===== src/rtl/poly_voice_engine_if.sv =====
// Note-event handshake bundle for poly_voice_engine.
// The source drives the event fields and the engine returns note_ready_o.
interface poly_voice_engine_if #(
    parameter int KEY_W     = 4,
    parameter int ACC_WIDTH = 32
);
    logic                 note_valid_i;
    logic                 note_ready_o;
    logic                 note_on_i;
    logic [KEY_W-1:0]     note_key_i;
    logic [ACC_WIDTH-1:0] note_inc_i;
    logic [1:0]           note_wave_i;

    modport master (
        output note_valid_i, note_on_i, note_key_i, note_inc_i, note_wave_i,
        input  note_ready_o
    );

    modport slave (
        input  note_valid_i, note_on_i, note_key_i, note_inc_i, note_wave_i,
        output note_ready_o
    );
endinterface


===== src/rtl/poly_voice_engine.sv =====
// Polyphonic phase-accumulator oscillator core: VOICES voices with attack/release
// envelopes, mixed one voice per cycle through a shared datapath on each sample tick.
module poly_voice_engine #(
    parameter int VOICES       = 4,
    parameter int WIDTH_P      = 24,
    parameter int ACC_WIDTH    = 32,
    parameter int KEY_W        = 4,
    parameter int ENV_W        = 8,
    parameter int ATTACK_STEP  = 64,
    parameter int RELEASE_STEP = 32
) (
    input  logic                 clk_i,
    input  logic                 rst_n,
    poly_voice_engine_if.slave   note,
    input  logic                 sample_tick_i,
    output logic [WIDTH_P-1:0]   sample_o,
    output logic                 sample_valid_o,
    output logic [VOICES-1:0]    active_o,
    output logic                 note_drop_o,
    output logic                 overrun_o
);
    localparam int VW    = $clog2(VOICES);
    localparam int SUM_W = WIDTH_P + VW;
    localparam int PRD_W = WIDTH_P + ENV_W + 1;

    localparam logic [1:0] S_IDLE = 2'd0;
    localparam logic [1:0] S_MIX  = 2'd1;
    localparam logic [1:0] S_OUT  = 2'd2;

    localparam logic [1:0] V_FREE    = 2'd0;
    localparam logic [1:0] V_ATTACK  = 2'd1;
    localparam logic [1:0] V_SUSTAIN = 2'd2;
    localparam logic [1:0] V_RELEASE = 2'd3;

    localparam logic [ENV_W-1:0]   ENV_MAX = '1;
    localparam logic [WIDTH_P-1:0] SQ_POS  = {1'b0, {(WIDTH_P-1){1'b1}}};
    localparam logic [WIDTH_P-1:0] SQ_NEG  = {1'b1, {(WIDTH_P-2){1'b0}}, 1'b1};

    logic [1:0]              fsm;
    logic [VW-1:0]           vidx;
    logic signed [SUM_W-1:0] acc;

    logic [1:0]           vstate [VOICES];
    logic [ACC_WIDTH-1:0] phase  [VOICES];
    logic [ACC_WIDTH-1:0] inc    [VOICES];
    logic [ENV_W-1:0]     env    [VOICES];
    logic [KEY_W-1:0]     key    [VOICES];
    logic [1:0]           wave   [VOICES];

    logic          hit_found, free_found, rel_found, off_found;
    logic [VW-1:0] hit_idx, free_idx, rel_idx, off_idx, alloc_idx;

    logic                    msb;
    logic [WIDTH_P-2:0]      rest, tri_t;
    logic [WIDTH_P-1:0]      wave_val;
    logic signed [PRD_W-1:0] prod;
    logic [ENV_W:0]          env_up;

    assign note.note_ready_o = (fsm == S_IDLE);

    always_comb begin
        for (int unsigned i = 0; i < VOICES; i++) begin
            active_o[i] = (vstate[VW'(i)] != V_FREE);
        end
    end

    // Lowest-index search for retrigger target, free voice, stealable voice and note-off target.
    always_comb begin
        hit_found  = 1'b0; hit_idx  = '0;
        free_found = 1'b0; free_idx = '0;
        rel_found  = 1'b0; rel_idx  = '0;
        off_found  = 1'b0; off_idx  = '0;
        for (int unsigned i = 0; i < VOICES; i++) begin
            if (!hit_found && vstate[VW'(i)] != V_FREE && key[VW'(i)] == note.note_key_i) begin
                hit_found = 1'b1;
                hit_idx   = VW'(i);
            end
            if (!free_found && vstate[VW'(i)] == V_FREE) begin
                free_found = 1'b1;
                free_idx   = VW'(i);
            end
            if (!rel_found && vstate[VW'(i)] == V_RELEASE) begin
                rel_found = 1'b1;
                rel_idx   = VW'(i);
            end
            if (!off_found && key[VW'(i)] == note.note_key_i &&
                (vstate[VW'(i)] == V_ATTACK || vstate[VW'(i)] == V_SUSTAIN)) begin
                off_found = 1'b1;
                off_idx   = VW'(i);
            end
        end
        alloc_idx = free_found ? free_idx : rel_idx;
    end

    always_comb begin
        msb      = phase[vidx][ACC_WIDTH-1];
        rest     = phase[vidx][ACC_WIDTH-2 -: WIDTH_P-1];
        tri_t    = msb ? ~rest : rest;
        wave_val = '0;
        if (vstate[vidx] != V_FREE) begin
            case (wave[vidx])
                2'd0:    wave_val = {~msb, rest};
                2'd1:    wave_val = msb ? SQ_NEG : SQ_POS;
                2'd2:    wave_val = {~tri_t[WIDTH_P-2], tri_t[WIDTH_P-3:0], 1'b0};
                default: wave_val = '0;
            endcase
        end
        prod   = PRD_W'($signed(wave_val)) * $signed({{(WIDTH_P+1){1'b0}}, env[vidx]});
        env_up = {1'b0, env[vidx]} + (ENV_W+1)'(ATTACK_STEP);
    end

    always_ff @(posedge clk_i) begin
        if (!rst_n) begin
            fsm            <= S_IDLE;
            vidx           <= '0;
            acc            <= '0;
            sample_o       <= '0;
            sample_valid_o <= 1'b0;
            note_drop_o    <= 1'b0;
            overrun_o      <= 1'b0;
            vstate         <= '{default: V_FREE};
            phase          <= '{default: '0};
            inc            <= '{default: '0};
            env            <= '{default: '0};
            key            <= '{default: '0};
            wave           <= '{default: '0};
        end else begin
            sample_valid_o <= 1'b0;
            note_drop_o    <= 1'b0;
            if (sample_tick_i && fsm != S_IDLE) begin
                overrun_o <= 1'b1;
            end
            case (fsm)
                S_IDLE: begin
                    if (note.note_valid_i) begin
                        if (note.note_on_i) begin
                            if (hit_found) begin
                                vstate[hit_idx] <= V_ATTACK;
                                inc[hit_idx]    <= note.note_inc_i;
                                wave[hit_idx]   <= note.note_wave_i;
                            end else if (free_found || rel_found) begin
                                vstate[alloc_idx] <= V_ATTACK;
                                phase[alloc_idx]  <= '0;
                                env[alloc_idx]    <= '0;
                                key[alloc_idx]    <= note.note_key_i;
                                inc[alloc_idx]    <= note.note_inc_i;
                                wave[alloc_idx]   <= note.note_wave_i;
                            end else begin
                                note_drop_o <= 1'b1;
                            end
                        end else if (off_found) begin
                            vstate[off_idx] <= V_RELEASE;
                        end
                    end
                    // Event writes land this edge, so the frame starting now sees them.
                    if (sample_tick_i) begin
                        acc  <= '0;
                        vidx <= '0;
                        fsm  <= S_MIX;
                    end
                end
                S_MIX: begin
                    acc <= acc + SUM_W'(prod >>> ENV_W);
                    if (vstate[vidx] != V_FREE) begin
                        phase[vidx] <= phase[vidx] + inc[vidx];
                        if (vstate[vidx] == V_ATTACK) begin
                            if (env_up >= {1'b0, ENV_MAX}) begin
                                env[vidx]    <= ENV_MAX;
                                vstate[vidx] <= V_SUSTAIN;
                            end else begin
                                env[vidx] <= env_up[ENV_W-1:0];
                            end
                        end else if (vstate[vidx] == V_RELEASE) begin
                            if ({1'b0, env[vidx]} <= (ENV_W+1)'(RELEASE_STEP)) begin
                                env[vidx]    <= '0;
                                vstate[vidx] <= V_FREE;
                            end else begin
                                env[vidx] <= env[vidx] - ENV_W'(RELEASE_STEP);
                            end
                        end
                    end
                    if (vidx == VW'(VOICES - 1)) begin
                        fsm <= S_OUT;
                    end else begin
                        vidx <= vidx + 1'b1;
                    end
                end
                S_OUT: begin
                    sample_o       <= WIDTH_P'(acc >>> VW);
                    sample_valid_o <= 1'b1;
                    fsm            <= S_IDLE;
                end
                default: fsm <= S_IDLE;
            endcase
        end
    end
endmodule


===== src/flat_wrapper.sv =====
// flat-port wrapper written by rule: the top's interface ports become plain ports
module poly_voice_engine_flat 
#(
    parameter int VOICES       = 4,
    parameter int WIDTH_P      = 24,
    parameter int ACC_WIDTH    = 32,
    parameter int KEY_W        = 4,
    parameter int ENV_W        = 8,
    parameter int ATTACK_STEP  = 64,
    parameter int RELEASE_STEP = 32
)
  (clk_i, rst_n, sample_tick_i, sample_o, sample_valid_o, active_o, note_drop_o, overrun_o, note_note_valid_i, note_note_on_i, note_note_key_i, note_note_inc_i, note_note_wave_i, note_note_ready_o);
  poly_voice_engine_if #(.KEY_W(KEY_W), .ACC_WIDTH(ACC_WIDTH)) note_i ();
  input  logic clk_i;
  input  logic rst_n;
  input  logic sample_tick_i;
  output logic [WIDTH_P-1:0] sample_o;
  output logic sample_valid_o;
  output logic [VOICES-1:0] active_o;
  output logic note_drop_o;
  output logic overrun_o;
  input wire logic [$bits(note_i.note_valid_i)-1:0] note_note_valid_i;
  input wire logic [$bits(note_i.note_on_i)-1:0] note_note_on_i;
  input wire logic [$bits(note_i.note_key_i)-1:0] note_note_key_i;
  input wire logic [$bits(note_i.note_inc_i)-1:0] note_note_inc_i;
  input wire logic [$bits(note_i.note_wave_i)-1:0] note_note_wave_i;
  output wire logic [$bits(note_i.note_ready_o)-1:0] note_note_ready_o;
  assign note_i.note_valid_i = note_note_valid_i;
  assign note_i.note_on_i = note_note_on_i;
  assign note_i.note_key_i = note_note_key_i;
  assign note_i.note_inc_i = note_note_inc_i;
  assign note_i.note_wave_i = note_note_wave_i;
  assign note_note_ready_o = note_i.note_ready_o;
  poly_voice_engine #(.VOICES(VOICES), .WIDTH_P(WIDTH_P), .ACC_WIDTH(ACC_WIDTH), .KEY_W(KEY_W), .ENV_W(ENV_W), .ATTACK_STEP(ATTACK_STEP), .RELEASE_STEP(RELEASE_STEP)) u_core (.clk_i(clk_i), .rst_n(rst_n), .note(note_i), .sample_tick_i(sample_tick_i), .sample_o(sample_o), .sample_valid_o(sample_valid_o), .active_o(active_o), .note_drop_o(note_drop_o), .overrun_o(overrun_o));
endmodule

===== config.mk =====
export PLATFORM = sky130hd
export DESIGN_NAME = poly_voice_engine_flat
export DESIGN_NICKNAME = d
export VERILOG_FILES = /design/src/rtl/poly_voice_engine_if.sv /design/src/rtl/poly_voice_engine.sv /design/src/flat_wrapper.sv
export SDC_FILE = /design/constraint.sdc
export NUM_CORES = 2
export LEC_CHECK = 0
export CAP_MARGIN = 20
export CORE_UTILIZATION = 45
export CTS_BUF_LIST = sky130_fd_sc_hd__clkbuf_4 sky130_fd_sc_hd__clkbuf_8
export DETAILED_ROUTE_END_ITERATION = 10
export HOLD_SLACK_MARGIN = 0.05
export PLACE_DENSITY = 0.66
export SLEW_MARGIN = 5
export SYNTH_ARGS = -nofsm -noshare
export SYNTH_HDL_FRONTEND = slang
export SYNTH_SLANG_ARGS = --single-unit

===== constraint.sdc =====
create_clock -name clk_i -period 8.6 [get_ports clk_i]
set_input_delay 1.72 -clock clk_i [delete_from_list [all_inputs] [get_ports clk_i]]
set_output_delay 1.72 -clock clk_i [all_outputs]
set_load 0.02 [all_outputs]

* Word level (Yosys, flattened, before mapping)
Index checks and enable logic that the tools add are counted.
Word-level totals: bits in registers 377, input port bits 43, word-level logic and storage cells 296
Cells by class: $add $sub $neg 5, multiply operators 1, $lt $le $gt $ge 10, equality and inequality tests 36, mux-type cells 117, bitwise logic cells 31, reductions and logical operators 65
Operator list (count):
- two-way mux 128 bit | 7
- two-way mux 32 bit | 16
- bitwise mux 128 bit | 3
- case mux 128 bit (2 select lines) | 1
- demux 32 bit (select 2 bit) | 3
- bitwise AND 128 bit | 1
- binary-select mux 32 bit (select 2 bit) | 2
- two-way mux 8 bit | 16
- inverter 128 bit | 1
- case mux 24 bit (3 select lines) | 1
- bitwise AND 32 bit | 2
- bitwise mux 32 bit | 2
- inverter 32 bit | 2
- case mux 32 bit (2 select lines) | 1
- case mux 26 bit (2 select lines) | 1
- two-way mux 24 bit | 2
- two-way mux 2 bit | 21
- multiplier 24 x 9 -> 33 bit | 1
- adder 32 bit | 1
- demux 8 bit (select 2 bit) | 2
- bitwise OR 32 bit | 1
- adder 26 x 25 -> 26 bit | 1
- two-way mux 26 bit | 1
- logical AND 1 bit | 25
- other kinds (48) | 151

* Depth between registers and ports, before layout
word-level depth 26, gate-level depth with buffers 41, mapped depth without buffers 37

* Worst setup path before layout
Ideal clock, no wire load.
kind register -> register, from register u_core.vidx[0], to register u_core.acc[18], data arrival time 8.105 ns, path slack 0.369 ns, cell stages (with the launch flop) 37, period minus slack after synthesis 8.231 ns, path through dfxtp_1 buf_6 buf_12 buf_4 buf_2 mux4_2 a21oi_1 nor2_1 o21ai_0 inv_1 nand2_1 fa_1 inv_1 fa_1 fa_1 inv_1 fa_1 inv_1 ha_1 a21oi_1 o21ai_0 a21oi_1 a31oi_1 o211ai_1 a21boi_0 o21a_1 nor2_1 xnor2_1 ha_1 a21oi_1 o21ai_0 o41ai_1 o21ai_0 a21o_1 a21oi_1 xor2_1 o21ai_0
On the way: cells in the longest elaborated chain, start to end 12
RTL lines:
- start: declaration | RTL line poly_voice_engine.sv:40 | logic [VW-1:0] vidx;
- start signal: assignment | RTL line poly_voice_engine.sv:185 | vidx <= vidx + 1'b1;
- inverter 2 -> 3 bit (implied by the code) *
- binary-select mux 32 bit (select 2 bit) | RTL line poly_voice_engine.sv:96, poly_voice_engine.sv:97
- two-way mux 32 bit (implied by the code) (2 in a row) | RTL line poly_voice_engine.sv:96 | msb = phase[vidx][ACC_WIDTH-1];
- inverter 23 bit | RTL line poly_voice_engine.sv:98 | tri_t = msb ? ~rest : rest;
- two-way mux 23 bit | RTL line poly_voice_engine.sv:98
- inverter 1 bit | RTL line poly_voice_engine.sv:104 | 2'd2: wave_val = {~tri_t[WIDTH_P-2], tri_t[WIDTH_P-3:0], 1'b0};
- case mux 24 bit (3 select lines) | RTL line poly_voice_engine.sv:101 | case (wave[vidx])
- two-way mux 24 bit | RTL line poly_voice_engine.sv:100 | if (vstate[vidx] != V_FREE) begin
- multiplier 24 x 9 -> 33 bit * | RTL line poly_voice_engine.sv:108 | prod = PRD_W'($signed(wave_val)) * $signed({{(WIDTH_P+1){1'b0}}, env[vidx]});
- adder 26 x 25 -> 26 bit * | RTL line poly_voice_engine.sv:163 | acc <= acc + SUM_W'(prod >>> ENV_W);
- case mux 26 bit (2 select lines) * | RTL line poly_voice_engine.sv:133 | case (fsm)
- end signal: assignment | RTL line poly_voice_engine.sv:163
- end: declaration | RTL line poly_voice_engine.sv:41 | logic signed [SUM_W-1:0] acc;
Mark *: on every way between the ends. The rest lies on a longest branch, timed or not. The select of a mux whose other input is x is not followed. A chain may end at the register's enable or synchronous reset.

* Worst setup path after layout
from register u_core.vidx[0], to register u_core.acc[25]
The elaborated chain is that of the path after synthesis.

==> impl_metrics.ini <==
[clocking]
worstSkewPairLatency_ns = 0.65
holdBufCountCts = 0
clk_path_buf_depth = 3
cts_buffers = 69
clk_pin_slew_ns = 0.06
h-tree-depth = 3
cts.sinks = 377
cts_tree = yes
cts-root-buf = clkbuf_8

[setup_path]
crit_slowest_cell = mux4_2
crit_fanout = 11
end_kind = register
crit_required_ns = 9.12
path_class = reg2reg
critPathLaunchType = register
slowest_delay_ns = 0.61
arrival_ns = 8.72

[final_layout]
design_area_sq_mm = 0.0294
drive_gt1_share_pct = 11.1
antenna_cells = 0
layout-area-overhead-vs-synth_pct = 12.6
layout_common_cells = 531 x nor2_1, 375 x dfxtp_1, 252 x inv_1
nets = 3373
final_common_cell = nor2_1

[grt]
grt_pass1_wl_mm = 112
overflow = 0
grt_pass1_vias = 22100
grt_use_met3_pct = 3.51
busiest_layer = met2
grt.met1_usage_pct = 28.4
grtUsageMet2_pct = 41.4
antenna_found_initial = 0
grt_usage_pct = 23.2
grt_max_degree = 110

[timing]
fin_crit_ns = 8.20
setup_viol_count_final = 0
skew_ns = 0.0282
worstMarginPinSlew_ns = 0.978
slew_headroom_pct = 34.8
finalCritPeriodShare_pct = 95.3
fmax_mhz = 122
finalHoldViolCount = 0
slew_viol_final = 0
setup_ws_ns = 0.401

[run_status]
outcome = complete, no violations

[drt]
drt-total-wl_mm = 68.9
via_count = 21700
route.detailed.drc = 0
dr.pass1.iters = 8
drt-initial-drc-count = 1565
via_per_inst = 5.64
detail_route.wl_per_cell_microns = 17.9
final_antenna_net_count = 0

[yosys]
yosys.area.top_type = dfxtp_1
async_flop_share_pct = 0
synth-seq-cells = 377
seq_area_frac_synth_pct = 28.9
synthesis.area_sq_mm = 0.0261
yosys.area.top_type_share_pct = 28.9
synth_cell_types = 79
syn_inst = 2997
synth_top_cells_by_area = dfxtp_1 29%, fa_1 12%, nor2_1 7.7%, ha_1 6.5%, mux2i_1 6.1%
ys_warn_count = 0
ys.flop_type = dfxtp_1
synth_edf_count = 0
syn_nets = 3327
postSynthAreaPerCell_sq_um = 8.72

[power]
p_per_area_mw_per_mm2 = 141
worst_ir_drop_vdd_uv = 160
finalPower_mw = 4.16
p_leak_nw = 13.1

[placement]
dpl-instance-area_sq_mm = 0.0276
place_ws_ns = -0.0344
gp_congestion = 0.902
hpwl_mm = 49.3
io_buffers = 74

[floorplan]
die_w_microns = 243
rows = 87
core_area_sq_mm = 0.0569
die_y_microns = 243
io_pins = 75
start_util_pct = 45.9
die_area_sq_mm = 0.0591

[run]
drv_cap = 0

[hold_path]
min_path_type = reg2reg
==> report_power, final <==
| part | total, mW | internal (mW) | leakage (nW) | switching (mW) |
|---|---|---|---|---|
| Sequential | 1.79 | 1.77 | 3.04 | 0.0188 |
| Combinational | 0.452 | 0.162 | 9.23 | 0.290 |
| Clock | 1.92 | 1.15 | 0.827 | 0.772 |
==> what timing repair did <==
action / in CTS / in global routing
setup endpoints to repair: 3 / 11
resized for setup: 1 / 45
pin swaps: 0 / 6
cloned: 0 / 1
setup buffers: 0 / 21
==> state kept, by name, summed over array words and instances (netlist names), 4 cells and up, named ones only <==
signal           flops
u_core.key          16
u_core.acc          26
u_core.sample_o     24
u_core.inc         128
u_core.wave          8
u_core.vstate        4
u_core.phase       128
u_core.env          32
==> metal layers <==
metal	wire (microns)	vias up
met3	3140	122
met2	34800	579
li1	-	10300
met5	0	-
met4	1400	0
met1	29500	10700
==> cells in the mapped netlist, types with 27 or more instances <==
library cell / n
a21o_1: 39
a21oi_1: 166
a22oi_1: 153
clkbuf_1: 132
dfxtp_1: 377
fa_1: 151
ha_1: 136
inv_1: 252
mux2i_1: 160
mux4_2: 71
nand2_1: 249
nand3_1: 27
nor2_1: 533
o21ai_0: 98
xnor2_1: 41
xor2_1: 42
==> stage by stage <==
step / hold WS, ns / setup TNS, ns / std cells / util (%)
finish: 0.450 / 0 / 3852 / 51.7
global route: 0.474 / -0.0691 / 3852 / 51.7
CTS: 0.454 / 0 / 3830 / 51.2
detailed placement: 0.446 / -0.0344 / 3706 / 48.4
global placement: 0.435 / 0 / 3706 / 48.4
floorplan: 0.427 / 0 / 2997 / -
==> area by class of cell <==
class / instances / area (sq um)
clock buffer: 108 / 1350
timing repair buffer: 151 / 1380
clock inverter: 16 / 221
sequential: 377 / 7550
tap: 756 / 946
inverter: 256 / 968
fill: 5201 / 27500
multi-input combinational: 2188 / 17000
==> path summary, 6_finish.rpt <==
| check | startpoint | to | slack, ns | cells past startpoint |
|---|---|---|---|---|
| worst min register to register | u_core.overrun_o$_SDFFE_PN0P_ | u_core.overrun_o$_SDFFE_PN0P_ | 0.45 | 2 |
| worst max register to register | u_core.vidx[0]$_SDFFE_PN0P_ | u_core.acc[25]$_SDFFE_PN0P_ | 0.40 | 36 |
| worst min-delay path | u_core.overrun_o$_SDFFE_PN0P_ | u_core.overrun_o$_SDFFE_PN0P_ | 0.45 | 2 |
| worst max-delay path | u_core.vidx[0]$_SDFFE_PN0P_ | u_core.acc[25]$_SDFFE_PN0P_ | 0.40 | 36 |
==> critical path, delay by kind of cell (launching register included) <==
kind | cells | cell delay (ns)
fa+ha+maj | 6 | 2.61
compound gates | 14 | 2.60
buf+inv | 8 | 0.88
mux | 1 | 0.61
simple gates | 5 | 0.61
flops | 1 | 0.42
xor+xnor | 2 | 0.33
==> logic make-up after synthesis <==
group / Yosys count / share of synthesized area, %
AOI/OAI and AO/OA: 602 / 15.3
and+or+nand+nor: 978 / 15.9
DFF: 377 / 28.9
buffers and inverters: 432 / 6.52
adders and majority gates: 287 / 18.1
muxes: 238 / 12.5
xor gates and xnor gates: 83 / 2.78
No activity file was read; power rests on OpenSTA's default activity.
